### config.mk
export PLATFORM = sky130hd
export DESIGN_NAME = alu_mp_seq_flat
export DESIGN_NICKNAME = d
export VERILOG_FILES = /design/src/rtl/alu_pkg.sv /design/src/rtl/alu_mp_seq_if.sv /design/src/rtl/alu_mp_seq.sv /design/src/flat_wrapper.sv
export SDC_FILE = /design/constraint.sdc
export NUM_CORES = 1
export LEC_CHECK = 0
export CORE_UTILIZATION = 49
export CTS_CLUSTER_SIZE = 25
export DETAILED_ROUTE_END_ITERATION = 12
export MAX_ROUTING_LAYER = met4
export PLACE_DENSITY = 0.82
export SETUP_SLACK_MARGIN = 0.3
export SYNTH_ARGS = -nofsm -noshare
export SYNTH_HDL_FRONTEND = slang
export SYNTH_SLANG_ARGS = --single-unit
### constraint.sdc
create_clock -name clk_i -period 4 [get_ports clk_i]
set_input_delay 0.8 -clock clk_i [delete_from_list [all_inputs] [get_ports clk_i]]
set_output_delay 0.8 -clock clk_i [all_outputs]
set_load 0.02 [all_outputs]
### src/rtl/alu_pkg.sv
// Shared encodings for the multi-precision ALU sequencer: ALU functions, ops and FSM states.
package alu_pkg;

  typedef enum logic [1:0] {
    FnAdd  = 2'b00,
    FnAndn = 2'b01,
    FnOr   = 2'b10,
    FnNot  = 2'b11
  } alu_fn_e;

  typedef enum logic [2:0] {
    OpAdd  = 3'b000,
    OpAdc  = 3'b001,
    OpSub  = 3'b010,
    OpAndn = 3'b011,
    OpOr   = 3'b100,
    OpNot  = 3'b101
  } op_e;

  typedef enum logic [1:0] {
    StIdle = 2'b00,
    StInv  = 2'b01,
    StExec = 2'b10,
    StFin  = 2'b11
  } seq_state_e;

  function automatic logic op_is_legal(input logic [2:0] op);
    return op <= 3'b101;
  endfunction

  function automatic logic op_is_arith(input op_e op);
    return (op == OpAdd) || (op == OpAdc) || (op == OpSub);
  endfunction

  function automatic alu_fn_e op_to_fn(input op_e op);
    case (op)
      OpAndn:  return FnAndn;
      OpOr:    return FnOr;
      OpNot:   return FnNot;
      default: return FnAdd;
    endcase
  endfunction

endpackage

### src/rtl/alu_mp_seq_if.sv
// Request/response bus of the multi-precision sequencer; master issues operations.
interface alu_mp_seq_if #(
  parameter int unsigned Words = 4
);
  logic                  start;
  logic [2:0]            op;
  logic                  ci;
  logic [16*Words-1:0]   opa;
  logic [16*Words-1:0]   opb;
  logic                  busy;
  logic                  done;
  logic [16*Words-1:0]   result;
  logic                  carry;
  logic                  zero;

  modport master (
    output start, op, ci, opa, opb,
    input  busy, done, result, carry, zero
  );

  modport slave (
    input  start, op, ci, opa, opb,
    output busy, done, result, carry, zero
  );
endinterface

### src/rtl/alu_mp_seq.sv
// Drives an external 16-bit ALU one word per cycle (LSW first) to perform Words-wide ops.
// SUB uses two ALU passes per word: invert B, then add with chained carry.
module alu_mp_seq
  import alu_pkg::*;
#(
  parameter int unsigned Words = 4
) (
  input  logic         clk_i,
  input  logic         rst_ni,
  alu_mp_seq_if.slave  bus_io,
  output logic [15:0]  alu_a_o,
  output logic [15:0]  alu_b_o,
  output logic         alu_cin_o,
  output logic [1:0]   alu_func_o,
  input  logic [15:0]  alu_out_i,
  input  logic         alu_cout_i
);

  localparam int unsigned IdxW = $clog2(Words);
  localparam int unsigned W    = 16 * Words;

  seq_state_e      state_q, state_d;
  op_e             op_q, op_d;
  logic [IdxW-1:0] idx_q, idx_d;
  logic            c_q, c_d;
  logic [15:0]     tmpb_q, tmpb_d;
  logic [W-1:0]    opa_q, opa_d;
  logic [W-1:0]    opb_q, opb_d;
  logic [W-1:0]    result_q, result_d;
  logic            carry_q, carry_d;
  logic            zero_q, zero_d;

  logic [15:0]     opa_word, opb_word;
  logic            last_word;

  assign opa_word  = opa_q[{idx_q, 4'd0} +: 16];
  assign opb_word  = opb_q[{idx_q, 4'd0} +: 16];
  assign last_word = (idx_q == IdxW'(Words - 1));

  always_comb begin
    state_d    = state_q;
    op_d       = op_q;
    idx_d      = idx_q;
    c_d        = c_q;
    tmpb_d     = tmpb_q;
    opa_d      = opa_q;
    opb_d      = opb_q;
    result_d   = result_q;
    carry_d    = carry_q;
    zero_d     = zero_q;
    alu_a_o    = '0;
    alu_b_o    = '0;
    alu_cin_o  = 1'b0;
    alu_func_o = FnAdd;

    case (state_q)
      StIdle: begin
        if (bus_io.start && op_is_legal(bus_io.op)) begin
          op_d  = op_e'(bus_io.op);
          opa_d = bus_io.opa;
          opb_d = bus_io.opb;
          idx_d = '0;
          if (op_e'(bus_io.op) == OpAdc) begin
            c_d = bus_io.ci;
          end else begin
            // Two's-complement subtract: the +1 of ~B enters as word-0 carry-in.
            c_d = (op_e'(bus_io.op) == OpSub);
          end
          state_d = (op_e'(bus_io.op) == OpSub) ? StInv : StExec;
        end
      end
      StInv: begin
        alu_func_o = FnNot;
        alu_b_o    = opb_word;
        tmpb_d     = alu_out_i;
        state_d    = StExec;
      end
      StExec: begin
        alu_a_o    = opa_word;
        alu_b_o    = (op_q == OpSub) ? tmpb_q : opb_word;
        alu_func_o = op_to_fn(op_q);
        alu_cin_o  = op_is_arith(op_q) ? c_q : 1'b0;
        result_d[{idx_q, 4'd0} +: 16] = alu_out_i;
        c_d = op_is_arith(op_q) ? alu_cout_i : 1'b0;
        if (last_word) begin
          carry_d = c_d;
          zero_d  = (result_d == '0);
          state_d = StFin;
        end else begin
          idx_d   = idx_q + 1'b1;
          state_d = (op_q == OpSub) ? StInv : StExec;
        end
      end
      StFin: begin
        state_d = StIdle;
      end
      default: begin
        state_d = StIdle;
      end
    endcase
  end

  always_ff @(posedge clk_i) begin
    if (!rst_ni) begin
      state_q  <= StIdle;
      op_q     <= OpAdd;
      idx_q    <= '0;
      c_q      <= 1'b0;
      tmpb_q   <= '0;
      opa_q    <= '0;
      opb_q    <= '0;
      result_q <= '0;
      carry_q  <= 1'b0;
      zero_q   <= 1'b0;
    end else begin
      state_q  <= state_d;
      op_q     <= op_d;
      idx_q    <= idx_d;
      c_q      <= c_d;
      tmpb_q   <= tmpb_d;
      opa_q    <= opa_d;
      opb_q    <= opb_d;
      result_q <= result_d;
      carry_q  <= carry_d;
      zero_q   <= zero_d;
    end
  end

  assign bus_io.busy   = (state_q == StInv) || (state_q == StExec);
  assign bus_io.done   = (state_q == StFin);
  assign bus_io.result = result_q;
  assign bus_io.carry  = carry_q;
  assign bus_io.zero   = zero_q;

endmodule

### src/flat_wrapper.sv
// flat-port wrapper written by rule: the top's interface ports become plain ports
module alu_mp_seq_flat import alu_pkg::*;
#(
  parameter int unsigned Words = 4
)
  (clk_i, rst_ni, alu_a_o, alu_b_o, alu_cin_o, alu_func_o, alu_out_i, alu_cout_i, bus_io_start, bus_io_op, bus_io_ci, bus_io_opa, bus_io_opb, bus_io_busy, bus_io_done, bus_io_result, bus_io_carry, bus_io_zero);
  alu_mp_seq_if #(.Words(Words)) bus_io_i ();
  input  logic clk_i;
  input  logic rst_ni;
  output logic [15:0] alu_a_o;
  output logic [15:0] alu_b_o;
  output logic alu_cin_o;
  output logic [1:0] alu_func_o;
  input  logic [15:0] alu_out_i;
  input  logic alu_cout_i;
  input wire logic [$bits(bus_io_i.start)-1:0] bus_io_start;
  input wire logic [$bits(bus_io_i.op)-1:0] bus_io_op;
  input wire logic [$bits(bus_io_i.ci)-1:0] bus_io_ci;
  input wire logic [$bits(bus_io_i.opa)-1:0] bus_io_opa;
  input wire logic [$bits(bus_io_i.opb)-1:0] bus_io_opb;
  output wire logic [$bits(bus_io_i.busy)-1:0] bus_io_busy;
  output wire logic [$bits(bus_io_i.done)-1:0] bus_io_done;
  output wire logic [$bits(bus_io_i.result)-1:0] bus_io_result;
  output wire logic [$bits(bus_io_i.carry)-1:0] bus_io_carry;
  output wire logic [$bits(bus_io_i.zero)-1:0] bus_io_zero;
  assign bus_io_i.start = bus_io_start;
  assign bus_io_i.op = bus_io_op;
  assign bus_io_i.ci = bus_io_ci;
  assign bus_io_i.opa = bus_io_opa;
  assign bus_io_i.opb = bus_io_opb;
  assign bus_io_busy = bus_io_i.busy;
  assign bus_io_done = bus_io_i.done;
  assign bus_io_result = bus_io_i.result;
  assign bus_io_carry = bus_io_i.carry;
  assign bus_io_zero = bus_io_i.zero;
  alu_mp_seq #(.Words(Words)) u_core (.clk_i(clk_i), .rst_ni(rst_ni), .bus_io(bus_io_i), .alu_a_o(alu_a_o), .alu_b_o(alu_b_o), .alu_cin_o(alu_cin_o), .alu_func_o(alu_func_o), .alu_out_i(alu_out_i), .alu_cout_i(alu_cout_i));
endmodule
Yosys cells after proc, flatten, opt, wreduce, memory -nomap -nowiden
Index checks and enable logic that the tools add are counted.

Shifts and indexed selects: 4. Multiply operators: 0. Div/mod/pow operators: 0. Mux-type cells: 20. Equality and inequality tests: 13. Reductions and logical operators: 12. Add/sub/neg operators: 2. Bitwise logic cells: 0. Magnitude comparators: 1.

Operators with widths (number): $shiftx A64 B7 Y16 (2); $bwmux W64 (1); $logic_not A64 Y1 (1); $shift A16 B8 Y64 const A (1); $shiftx A16 B8 Y64 (1); $mux W16 (2); $pmux W16 S2 (1); $mux W2 (6); $eq A3 B2 Y1 const B (3); $neg A6 Y8 (1); $pmux W2 S2 (2); $pmux W2 S4 (1); $eq A2 B2 Y1 const B (3); $eq A3 B1 Y1 const B (2); $eq A3 B3 Y1 const B (2); $pmux W2 S3 (1); $reduce_and A2 Y1 (3); $mux W1 (5); $le A3 B3 Y1 const B (1); $logic_not A3 Y1 (1); $logic_or A1 B1 Y1 (3); $reduce_and A3 Y1 (1); $add A2 B1 Y2 const B (1); $eq A2 B1 Y1 const B (1); other kinds (6) (6).

Bits in latches: 0. Memories: 0. Bits in read-only memories: 0. Register bits: 218. Input bits: 152. Logic and storage cells: 62. Output and inout port bits: 103. RAM bits: 0.

Longest topological paths before layout
Gate-level depths: netlist of the first run.

Depth after elaboration: 5. Mapped depth: 11. Depth with buffers taken out: 7.

Worst setup path after synthesis of the first run
No wires, ideal clock.

Path kind: reg2reg. Start: register u_core.idx_q[1]. End: register u_core.result_q[24] (netlist: u_core.bus_io.result[24]). Required time: 3.935 ns. Buffers on the path: 5. Slack: 1.085 ns. Stages on the path, launching flop included: 12. Period minus slack after synthesis: 2.915 ns. Arrival: 2.849 ns. Setup time: 0.065 ns. Path through: dfxtp_1 > clkbuf_1 > buf_2 > buf_1 > inv_1 > ha_1 > clkbuf_1 > nand4b_1 > nor3_1 > clkbuf_1 > a22oi_1 > nor2_1.

Word-level cells in the longest chain between the ends: 3. Elaborated cells on any way between the ends: 4. Those cells by class: add/sub (1); shift (2); mux (1).

RTL lines: start: declaration (RTL line alu_mp_seq.sv:24) `logic [IdxW-1:0] idx_q, idx_d;`; start signal: assignment (RTL line alu_mp_seq.sv:118) `idx_q <= idx_d;`; $neg A6 Y8 (*) (RTL line alu_mp_seq.sv:83) `result_d[{idx_q, 4'd0} +: 16] = alu_out_i;`; $shiftx A16 B8 Y64 / $shift A16 B8 Y64 (equally long branches) (RTL line alu_mp_seq.sv:83); $bwmux W64 (*) (RTL line alu_mp_seq.sv:83); end signal: assignment (RTL line alu_mp_seq.sv:123) `result_q <= result_d;`; end: declaration (RTL line alu_mp_seq.sv:29) `logic [W-1:0] result_q, result_d;`.

Every way passes the cells marked *; elsewhere a longest branch is shown, timed or not. A chain may end at the register's enable or synchronous reset.

Worst setup path in the final report of the first run
Start: register u_core.state_q[0]. End: output alu_b_o[0].

Word-level cells in the longest chain between the ends: 2. Elaborated cells on any way between the ends: 3. Those cells by class: eq/ne (2); mux (1).

RTL lines: start: declaration (RTL line alu_mp_seq.sv:22) `seq_state_e state_q, state_d;`; start signal: assignment (RTL line alu_mp_seq.sv:105) `state_q <= StIdle;`; start signal: assignment (RTL line alu_mp_seq.sv:116) `state_q <= state_d;`; $eq A2 B2 Y1 / $eq A2 B1 Y1 (equally long branches) (RTL line alu_mp_seq.sv:56) `case (state_q)`; $pmux W16 S2 (*) (RTL line alu_mp_seq.sv:56); end: declaration (RTL line flat_wrapper.sv:11) `output logic [15:0] alu_b_o;`.

Marked as above.

==> metrics.txt, run 1 <==
Area contributors post-synth dfxtp_1 46%, nand2_1 12%, mux4_2 7.7%; Inserted Clock Buffers 23; Die Y ~140 um; NetSw 0.001809 W; Post-Syn Nets 1272; yosys warns 0; Port Buf Inserts 254; Synth Area in Simple Gates 0.2189; Combinational Power Share 0.220; CTS tree done; Filler Cell Count roughly 1500; hold buffer count at cts 0; setup TNS 0 ns; # Post-CTS Setup Buffers 0; leak pwr 4.616 nW; CP max stage delay 0.64 ns; via count 8846; CTS resizes 0; fin. max-slew vios 0; Die ar. 19770 um2; Initial Utilization 0.5017; fin area 12950 um2; Worst Hold Class register to register; crit-path cells inv_1 > ha_2 > inv_2 > nor4b_2 > buf_6 > nand2_1 > a21boi_1 > clkdlybuf4s50_1; Placement Setup Slack 0.8801 ns; CTS sink count between 200 and 250; drt initial violations between 700 and 800; Synth Area in XOR/XNOR 0.0009302; Layout Nets 1474; worst hold path stage count 2; Max Fanout on Critical Path 17; Worst Path Buf+Inv 4; Die X 140.6 um; clock share of power 0.389; post-synthesis mux area share 0.09674; R2R Path Start u_core.idx_q[0]; drt drc 0; clk_lat worst skew 0.51 ns; routed wire length approximately 29000 um; sequential area share after synthesis 0.4635; vias per std cell 5.656; largest area contributor in the netlist dfxtp_1; hold endpoint u_core.opb_q[50]; number of global-route vias before repair approximately 8600; fin crit period around 3.6 ns; clk buf depth 3; Int Power about 0.0046 W; routed len/inst 18.52 um; CP Class register to output pin; Reg power frac 0.391; grt ovf 0; H-tree depth 1; syn_area_per_cell 8.482 um2; FF-to-FF setup slack 1.15 ns; number of synthesized register bits approximately 220; # IOs 255; Worst path top cell family by delay buffers and inverters; Antenna Violating Nets Remaining 0; Max-cap violations 0; peak supply drop 344.4 uV; Worst R2R Path Depth 8; Syn-to-layout area delta 37.54%; WP data arrival 2.75 ns; Synth Flop Type dfxtp_1; RSZ-0062 raised after global routing false; Hold Startpoint u_core.opb_q[50]; RePlAce Congestion slightly below 0.9; Adder-Cell Fraction of Synth Area 0.01329; status completed; first-pass GRT wire length 45660 um; Cell Area, Placed between 10000 and 15000 um2; CP max stage cell clkdlybuf4s50_1; CORE AREA 18770 um2; setup ws final roughly 0.45 ns; Worst-path clk slew 0.06 ns; post-synthesis compound-gate area fraction 0.1619; Worst Tran Pin Value 0.9690 ns; count leader, synth nand2_1; CP required 3.20 ns; Async SR Flop Fraction 0; top cell type's share of synthesized area 0.4635; GRT Util Overall 0.2989; Crit. End Element output pin; Max-slew headroom 0.3540; largest family of logic cells by synthesized area simple AND/OR/NAND/NOR gates; Pwr Density about 490 nW/um2; largest net degree at the start of global routing 132; Post-DP HPWL between 15000 and 20000 um; synthesized instance count 1110; reg2reg end u_core.bus_io.zero; Final Hold Fails 0; antenna violations before repair 1; clk_skew 0.01582 ns; Switching Share 0.2828; final setup vio count 0; layout cell share with drive strength beyond 1 0.07750; fin crit share 0.8875; max frequency 0.2817 GHz; number of synthesized flops with an enable pin 0; Worst Setup Start Kind register; Pre-antenna DRT Iters 5; Mapped Area 9415 um2; Commonest cells post-synth 295 x nand2_1, 218 x dfxtp_1, 143 x a21oi_1, 93 x nor2_1, 75 x clkbuf_1; cell row count 50; Cell variety after synth 57; root buffer cell clkbuf_16
[worst min-delay path: stages, from the launching register on]
cell,delay (ns)
dfxtp_1,0.31
nand2_1,0.05
a21oi_1,0.05
[final cells by class]
cell class,instances,area [um2],share of cell area
clock inverters,15,269.0,0.02077
multi-input cells,791,4642,0.3585
well taps,234,292.8,0.02261
diodes,1,2.502,0.0001932
inverters,8,35.03,0.002705
repair buffers,270,2711,0.2094
flip-flops and latches,218,4367,0.3372
clock buffers,27,630.6,0.04870
[layer usage]
layer	global-route usage	wire [um]
met1	0.3767	11830
met2	0.4802	13810
met3	0.06216	2582
met4	0.09783	739
met5	-	0
[state kept, by name, summed over array words and instances (netlist names)]
| name | flops |
|---|---|
| u_core.idx_q | 2 |
| u_core.c_q | 1 |
| u_core.bus_io.carry | 1 |
| u_core.opb_q | 64 |
| u_core.tmpb_q | 16 |
| u_core.bus_io.result | 64 |
| u_core.opa_q | 64 |
| u_core.state_q | 2 |
| u_core.op_q | 3 |
| u_core.bus_io.zero | 1 |
[placed cells by master, fill, tap and decap left out, types with 7 or more instances in the layout]
cell type        synthesis  final
clkbuf_16                0     23
nand2_1                295    294
clkdlybuf4s50_1          0    251
buf_4                    3     12
dfxtp_1                218    216
ha_1                    10      9
and2_1                  17     16
nor4_1                  13     13
a21oi_1                143    143
nor3_1                  12     12
nor2_1                  93     93
a22oi_1                 59     59
a21boi_1                17     17
mux4_2                  32     32
bufinv_16                0      7
nand2b_1                18     18
mux2i_1                 19     19
[power by group through the flow]
stage | clock [W] | combinational (W) | sequential (W)
floorplan | 0 | 0.000877 | 0.00253
global placement | 0 | 0.00137 | 0.00253
detailed placement | 0 | 0.00139 | 0.00254
CTS | 0.00252 | 0.00140 | 0.00250
global route | 0.00261 | 0.00152 | 0.00252
finish | 0.00249 | 0.00141 | 0.00250
[worst max path at each step]
stage | startpoint | end | cells past startpoint
2_1_floorplan | u_core.idx_q[1] | u_core.bus_io.result[24] | 11
3_3_place_gp | u_core.state_q[0] | alu_b_o[3] | 8
3_5_place_dp | u_core.state_q[0] | alu_b_o[5] | 8
4_1_cts | u_core.state_q[0] | alu_b_o[3] | 8
5_1_grt | u_core.state_q[0] | alu_b_o[0] | 8
6_report | u_core.state_q[0] | alu_b_o[0] | 8
[metrics by stage]
step / total power [W] / hold slack (ns) / instances / util
after global placement: 0.003899 / 0.4396 / 1521 / 0.6412
after CTS: 0.006424 / 0.4547 / 1563 / 0.6891
after global routing: 0.006657 / 0.4665 / 1564 / 0.6900
after floorplan: 0.003403 / 0.4331 / 1110 / -
final: 0.006395 / 0.4528 / 1564 / 0.6900
after detailed placement: 0.003928 / 0.4435 / 1521 / 0.6412
[kinds of logic after synthesis]
kind of cell,Yosys count
simple gates,479
compound gates,250
flops,218
buf+inv,101
mux,51
fa+ha+maj,10
xor+xnor,1
(Power assumes the default switching activity.)
==> inputs of run 2 (changes only) <==
--- a/config.mk
+++ b/config.mk
@@ -11,6 +11,7 @@
 export MAX_ROUTING_LAYER = met4
 export PLACE_DENSITY = 0.82
 export SETUP_SLACK_MARGIN = 0.3
+export SKIP_CTS_REPAIR_TIMING = 1
 export SYNTH_ARGS = -nofsm -noshare
 export SYNTH_HDL_FRONTEND = slang
 export SYNTH_SLANG_ARGS = --single-unit
==> results of run 2 <==
No change in the layout: final DEF, timing and power equal those of run 1.
